[config.mk]
export PLATFORM = sky130hd
export DESIGN_NAME = vga_sync_gen_flat
export DESIGN_NICKNAME = d
export VERILOG_FILES = /design/src/rtl/vga_sync_if.sv /design/src/rtl/vga_sync_gen.sv /design/src/flat_wrapper.sv
export SDC_FILE = /design/constraint.sdc
export NUM_CORES = 1
export LEC_CHECK = 0
export ABC_AREA = 1
export ABC_CLOCK_PERIOD_IN_PS = 4500
export CAP_MARGIN = 20
export CORE_MARGIN = 2
export CORE_UTILIZATION = 55
export CTS_CLUSTER_SIZE = 12
export DETAILED_ROUTE_END_ITERATION = 12
export PLACE_DENSITY = 0.94
export SLEW_MARGIN = 40
export SYNTH_ARGS = -nofsm -noshare
export SYNTH_HDL_FRONTEND = slang
export SYNTH_SLANG_ARGS = --single-unit
[constraint.sdc]
create_clock -name sys_clk -period 4.5 [get_ports sys_clk]
set_clock_uncertainty 0.05 [all_clocks]
set_input_delay 0.9 -clock sys_clk [delete_from_list [all_inputs] [get_ports sys_clk]]
set_output_delay 0.9 -clock sys_clk [all_outputs]
set_load 0.1 [all_outputs]
[src/rtl/vga_sync_if.sv]
// vga_sync_if: timing bundle from vga_sync_gen to the VGA port and pixel generator.
//   hsync, vsync   sync levels for the VGA connector
//   video_on       (x,y) is inside the visible area
//   x, y           horizontal / vertical scan counters (SCREEN_WIDTH bits)
//   p_tick         one-sys_clk strobe per pixel advance
//   frame_tick     one-sys_clk strobe at the start of vertical blanking
//   frame_cnt      16-bit frame counter, present only with VGA_SYNC_FRAME_CNT_EN
// master: the sync generator drives everything; slave: consumers read everything.
interface vga_sync_if #(
    parameter int unsigned SCREEN_WIDTH = 10
);
    logic                    hsync;
    logic                    vsync;
    logic                    video_on;
    logic [SCREEN_WIDTH-1:0] x;
    logic [SCREEN_WIDTH-1:0] y;
    logic                    p_tick;
    logic                    frame_tick;
`ifdef VGA_SYNC_FRAME_CNT_EN
    logic [15:0]             frame_cnt;
`endif

    modport master (
        output hsync, vsync, video_on, x, y, p_tick, frame_tick
`ifdef VGA_SYNC_FRAME_CNT_EN
        , output frame_cnt
`endif
    );

    modport slave (
        input hsync, vsync, video_on, x, y, p_tick, frame_tick
`ifdef VGA_SYNC_FRAME_CNT_EN
        , input frame_cnt
`endif
    );
endinterface

[src/rtl/vga_sync_gen.sv]
// vga_sync_gen: VGA timing source. Divides sys_clk into a pixel tick, runs the
// horizontal/vertical scan counters and produces hsync, vsync, video_on and a
// once-per-frame strobe at the start of vertical blanking.
// Ports:
//   sys_clk   system clock
//   sys_rst   synchronous, active-high reset
//   vga       vga_sync_if.master: hsync, vsync, video_on, x, y, p_tick, frame_tick
// Optional: define VGA_SYNC_FRAME_CNT_EN to add vga.frame_cnt, a 16-bit wrapping
// count of frame_tick pulses.
module vga_sync_gen #(
    parameter int unsigned SCREEN_WIDTH = 10,
    parameter int unsigned CLK_DIV      = 4,
    parameter int unsigned H_DISPLAY    = 640,
    parameter int unsigned H_FRONT      = 16,
    parameter int unsigned H_SYNC       = 96,
    parameter int unsigned H_BACK       = 48,
    parameter int unsigned V_DISPLAY    = 480,
    parameter int unsigned V_FRONT      = 10,
    parameter int unsigned V_SYNC       = 2,
    parameter int unsigned V_BACK       = 33,
    parameter bit          SYNC_ACTIVE  = 1'b0
) (
    input  logic       sys_clk,
    input  logic       sys_rst,
    vga_sync_if.master vga
);
    localparam int unsigned H_TOTAL = H_DISPLAY + H_FRONT + H_SYNC + H_BACK;
    localparam int unsigned V_TOTAL = V_DISPLAY + V_FRONT + V_SYNC + V_BACK;
    localparam int unsigned DIV_W   = (CLK_DIV > 1) ? $clog2(CLK_DIV) : 1;

    localparam logic [DIV_W-1:0]        DIV_LAST     = DIV_W'(CLK_DIV - 1);
    localparam logic [SCREEN_WIDTH-1:0] H_LAST       = SCREEN_WIDTH'(H_TOTAL - 1);
    localparam logic [SCREEN_WIDTH-1:0] V_LAST       = SCREEN_WIDTH'(V_TOTAL - 1);
    localparam logic [SCREEN_WIDTH-1:0] H_VIS        = SCREEN_WIDTH'(H_DISPLAY);
    localparam logic [SCREEN_WIDTH-1:0] V_VIS        = SCREEN_WIDTH'(V_DISPLAY);
    // Inclusive sync bounds so an end position equal to the total never overflows.
    localparam logic [SCREEN_WIDTH-1:0] H_SYNC_FIRST = SCREEN_WIDTH'(H_DISPLAY + H_FRONT);
    localparam logic [SCREEN_WIDTH-1:0] H_SYNC_LAST  = SCREEN_WIDTH'(H_DISPLAY + H_FRONT + H_SYNC - 1);
    localparam logic [SCREEN_WIDTH-1:0] V_SYNC_FIRST = SCREEN_WIDTH'(V_DISPLAY + V_FRONT);
    localparam logic [SCREEN_WIDTH-1:0] V_SYNC_LAST  = SCREEN_WIDTH'(V_DISPLAY + V_FRONT + V_SYNC - 1);

    logic [DIV_W-1:0]        div_q, div_d;
    logic [SCREEN_WIDTH-1:0] x_q, x_d;
    logic [SCREEN_WIDTH-1:0] y_q, y_d;
    logic                    hsync_q, hsync_d;
    logic                    vsync_q, vsync_d;
    logic                    video_on_q, video_on_d;
    logic                    frame_tick_q, frame_tick_d;
    logic                    p_tick_c;

    // Next-state for divider, scan counters and the registered timing outputs.
    always_comb begin
        div_d        = div_q;
        x_d          = x_q;
        y_d          = y_q;
        hsync_d      = ~SYNC_ACTIVE;
        vsync_d      = ~SYNC_ACTIVE;
        video_on_d   = 1'b0;
        frame_tick_d = 1'b0;

        // Gated by reset so a divide-by-one build still reads 0 while held in reset.
        p_tick_c = (div_q == DIV_LAST) && !sys_rst;

        if (div_q == DIV_LAST) begin
            div_d = '0;
        end else begin
            div_d = div_q + DIV_W'(1);
        end

        if (p_tick_c) begin
            if (x_q == H_LAST) begin
                x_d = '0;
                if (y_q == V_LAST) begin
                    y_d = '0;
                end else begin
                    y_d = y_q + SCREEN_WIDTH'(1);
                end
            end else begin
                x_d = x_q + SCREEN_WIDTH'(1);
            end
        end

        // Decoded from the next counter values so the flops line up with x/y.
        if ((x_d >= H_SYNC_FIRST) && (x_d <= H_SYNC_LAST)) begin
            hsync_d = SYNC_ACTIVE;
        end
        if ((y_d >= V_SYNC_FIRST) && (y_d <= V_SYNC_LAST)) begin
            vsync_d = SYNC_ACTIVE;
        end
        video_on_d = (x_d < H_VIS) && (y_d < V_VIS);

        // Only the edge that moves the counters onto (0, V_DISPLAY) raises the strobe.
        frame_tick_d = p_tick_c && (x_d == '0) && (y_d == V_VIS);
    end

    // State registers.
    always_ff @(posedge sys_clk) begin
        if (sys_rst) begin
            div_q        <= '0;
            x_q          <= '0;
            y_q          <= '0;
            hsync_q      <= ~SYNC_ACTIVE;
            vsync_q      <= ~SYNC_ACTIVE;
            video_on_q   <= 1'b0;
            frame_tick_q <= 1'b0;
        end else begin
            div_q        <= div_d;
            x_q          <= x_d;
            y_q          <= y_d;
            hsync_q      <= hsync_d;
            vsync_q      <= vsync_d;
            video_on_q   <= video_on_d;
            frame_tick_q <= frame_tick_d;
        end
    end

    assign vga.hsync      = hsync_q;
    assign vga.vsync      = vsync_q;
    assign vga.video_on   = video_on_q;
    assign vga.x          = x_q;
    assign vga.y          = y_q;
    assign vga.p_tick     = p_tick_c;
    assign vga.frame_tick = frame_tick_q;

`ifdef VGA_SYNC_FRAME_CNT_EN
    logic [15:0] frame_cnt_q, frame_cnt_d;

    // Counts frame_tick pulses; wraps at 16 bits.
    always_comb begin
        frame_cnt_d = frame_cnt_q;
        if (frame_tick_q) begin
            frame_cnt_d = frame_cnt_q + 16'd1;
        end
    end

    always_ff @(posedge sys_clk) begin
        if (sys_rst) begin
            frame_cnt_q <= '0;
        end else begin
            frame_cnt_q <= frame_cnt_d;
        end
    end

    assign vga.frame_cnt = frame_cnt_q;
`endif
endmodule
[src/flat_wrapper.sv]
// flat-port wrapper written by rule: the top's interface ports become plain ports
module vga_sync_gen_flat 
#(
    parameter int unsigned SCREEN_WIDTH = 10,
    parameter int unsigned CLK_DIV      = 4,
    parameter int unsigned H_DISPLAY    = 640,
    parameter int unsigned H_FRONT      = 16,
    parameter int unsigned H_SYNC       = 96,
    parameter int unsigned H_BACK       = 48,
    parameter int unsigned V_DISPLAY    = 480,
    parameter int unsigned V_FRONT      = 10,
    parameter int unsigned V_SYNC       = 2,
    parameter int unsigned V_BACK       = 33,
    parameter bit          SYNC_ACTIVE  = 1'b0
)
  (sys_clk, sys_rst, vga_hsync, vga_vsync, vga_video_on, vga_x, vga_y, vga_p_tick, vga_frame_tick);
  vga_sync_if #(.SCREEN_WIDTH(SCREEN_WIDTH)) vga_i ();
  input  logic sys_clk;
  input  logic sys_rst;
  output wire logic [$bits(vga_i.hsync)-1:0] vga_hsync;
  output wire logic [$bits(vga_i.vsync)-1:0] vga_vsync;
  output wire logic [$bits(vga_i.video_on)-1:0] vga_video_on;
  output wire logic [$bits(vga_i.x)-1:0] vga_x;
  output wire logic [$bits(vga_i.y)-1:0] vga_y;
  output wire logic [$bits(vga_i.p_tick)-1:0] vga_p_tick;
  output wire logic [$bits(vga_i.frame_tick)-1:0] vga_frame_tick;
  assign vga_hsync = vga_i.hsync;
  assign vga_vsync = vga_i.vsync;
  assign vga_video_on = vga_i.video_on;
  assign vga_x = vga_i.x;
  assign vga_y = vga_i.y;
  assign vga_p_tick = vga_i.p_tick;
  assign vga_frame_tick = vga_i.frame_tick;
  vga_sync_gen #(.SCREEN_WIDTH(SCREEN_WIDTH), .CLK_DIV(CLK_DIV), .H_DISPLAY(H_DISPLAY), .H_FRONT(H_FRONT), .H_SYNC(H_SYNC), .H_BACK(H_BACK), .V_DISPLAY(V_DISPLAY), .V_FRONT(V_FRONT), .V_SYNC(V_SYNC), .V_BACK(V_BACK), .SYNC_ACTIVE(SYNC_ACTIVE)) u_core (.sys_clk(sys_clk), .sys_rst(sys_rst), .vga(vga_i));
endmodule
==> results.cfg <==
[status]
status = complete, no violations

[die]
rows = 19
io_pins = 27
start_util_pct = 56.45
dieArea_sq_mm = 0.003193
die_w_um = 56.51
die_y_um = 56.51
core_area_sq_mm = 0.002686

[min_path]
holdPathStages = 1
hold_class = reg2reg

[yosys]
yosys.area_share.simple_pct = 47.44
synth_area_sq_mm = 0.001516
synth_top_family_by_area = simple AND/OR/NAND/NOR gates
syn_avg_cell_area_sq_um = 6.651
muxShareOfSynthArea_pct = 0
synth_compound_area_share_pct = 3.795
synth-seq-cells = 26
postSynthCellCount = 228
syn_nets = 234
ys_seq_area_share_pct = 34.32
synth-xor-area-share_pct = 2.310
synth_fa_ha_area_share_pct = 3.300
synth_warnings = 0
ys_types = 30

[grt]
grt_max_degree = 22
grt_overflow = 0
grt_pass1_wl_um = 5816
grt.total_usage_pct = 22.59
antenna_found_initial = 0
grt_pass1_vias = 1360

[setup_path]
r2r_cells = 12
cp_max_fo = 21
critPathKind = in2out
arrival_ps = 2150
cp-end-kind = output port
cp.required_ps = 3550
crit_path_start_kind = input port

[timing]
slew_headroom_pct = 67.72
rsz0062_at_grt = no
drv_slew = 0
post-route-period-util_pct = 68.97
max_freq_mhz = 322.2
hold_violations = 0
setup_violations = 0
worst_pin_slew_ps = 487.6
finalCriticalPeriod_ps = 3103
setup-tns-final_ps = 0

[cells_and_area]
nets = 263
multiInputGateArea_sq_um = 862.1
diodes = 0
utilization_pct = 63.95
area_growth_pct = 13.28
final_area_sq_mm = 0.001718
layout-drive-gt1-share_pct = 19.14
fill_cells = 248
seq_area_sq_um = 520.5

[routing]
ant_nets = 0
viasPerCell = 5.321
drc = 0
dr.pass1.iters = 4
drt-total-wl_um = 3373
drt_iter0_drc = 88
wl_per_cell_um = 11.75
vias = 1527

[placed_design]
gp_congestion = 0.8824
dp_hpwl_um = 2555
place_area_sq_mm = 0.001682
port_buffers = 26

[cts]
cts-htree-levels = 1
post_cts_buffers = 0
ctsRootBufferMaster = clkbuf_4
cts_buffers = 3
clock_latency_ps = 330
path_clk_slew_ps = 140
hold_buffers = 0
post_cts_resized = 0
cts_tree = done
cts_sinks = 26
clockBufferDepth = 2

[power_and_ir_drop]
finalPower_mw = 0.3824
power_leakage_nw = 0.8483
ir_worst_vdd_mv = 0.2347
power_density_mw_per_mm2 = 222.6

[flow_run]
maxCapViolCount = 0
-- stage by stage --
step	setup slack, ps	hold WS, ps	std cells
2_1_floorplan	1900	354.3	228
3_3_place_gp	1427	366.0	283
3_5_place_dp	1407	385.9	283
4_1_cts	1399	405.0	287
5_1_grt	1345	417.3	287
6_report	1397	410.3	287
-- cells in the mapped netlist (all sizes together) --
library cell  count  share of area [%]
inv              30                7.6
dfxtp            26                 34
o21ai             3                1.5
nand3            25                9.4
buf               1               0.74
clkbuf            2               0.50
nor2             47                 14
a21oi             4                1.3
or2               1               0.41
o21a              1               0.50
nand2            66                 17
ha                4                3.3
xor2              2                1.2
xnor2             2                1.2
nor3              3               0.99
nand3b            1               0.50
a21boi            1               0.50
nor3b             1               0.50
nand4             8                4.3
-- registers in the layout, summed over array words and instances, names as in the netlist --
signal,flops
u_core.vga.video_on,1
u_core.vga.y,10
u_core.vga.vsync,1
u_core.vga.x,10
u_core.vga.frame_tick,1
u_core.div_q,2
u_core.vga.hsync,1
-- power breakdown --
group | switching, mW | internal [mW]
logic | 0.0189 | 0.00692
registers | 0.00164 | 0.233
clock network | 0.0719 | 0.0496
total | 0.0924 | 0.290
-- path summary, 6_finish.rpt --
kind	end	from	slack [ps]
worst max-delay path	vga_p_tick	sys_rst	1400
worst min-delay path	u_core.div_q[0]	u_core.div_q[0]	410
worst max register to register	u_core.vga.video_on	u_core.vga.x[0]	2350
worst min register to register	u_core.div_q[0]	u_core.div_q[0]	410
-- worst max-delay path: stages --
cell	delay, ps
clkdlybuf4s50_1	400
buf_4	210
inv_2	120
nand2_4	110
inv_4	120
buf_4	290
-- routing by layer --
metal / wire (um) / GRT usage [%] / part of all wire [%]
met1: 1549 / 31.80 / 46
met5: 0 / 0 / 0
met2: 1575 / 34.72 / 47
met3: 180 / 3.456 / 5.3
met4: 68 / 8.503 / 2.0
-- cell families after synthesis --
logic type               Yosys count
buffers and inverters             33
AND/OR/NAND/NOR                  152
XOR/XNOR                           4
adder cells (fa/ha/maj)            4
AO/OA/AOI/OAI                      9
flip-flops                        26
-- cells in the final DEF, fill, tap and decap left out, types with 2 or more instances in the layout --
cell type / netlist / final
inv_1: 26 / 26
nand2_1: 64 / 64
nor2_2: 4 / 4
a21oi_1: 4 / 4
nor3_1: 3 / 3
buf_2: 0 / 24
inv_2: 3 / 3
buf_4: 0 / 2
xnor2_1: 2 / 2
nand4_1: 7 / 7
dfxtp_1: 26 / 26
o21ai_2: 2 / 2
ha_1: 4 / 4
nor2_1: 40 / 40
nor2_4: 2 / 2
xor2_1: 2 / 2
clkbuf_4: 0 / 3
nand3_1: 23 / 23
-- area by class of cell --
cell class,count,area share [%]
repair buffers,27,8.449
inverters,30,6.701
flip-flops and latches,26,30.30
multi-input cells,169,50.18
well taps,31,2.258
clock buffers,4,2.112
Power figures use the tool's default switching activity.
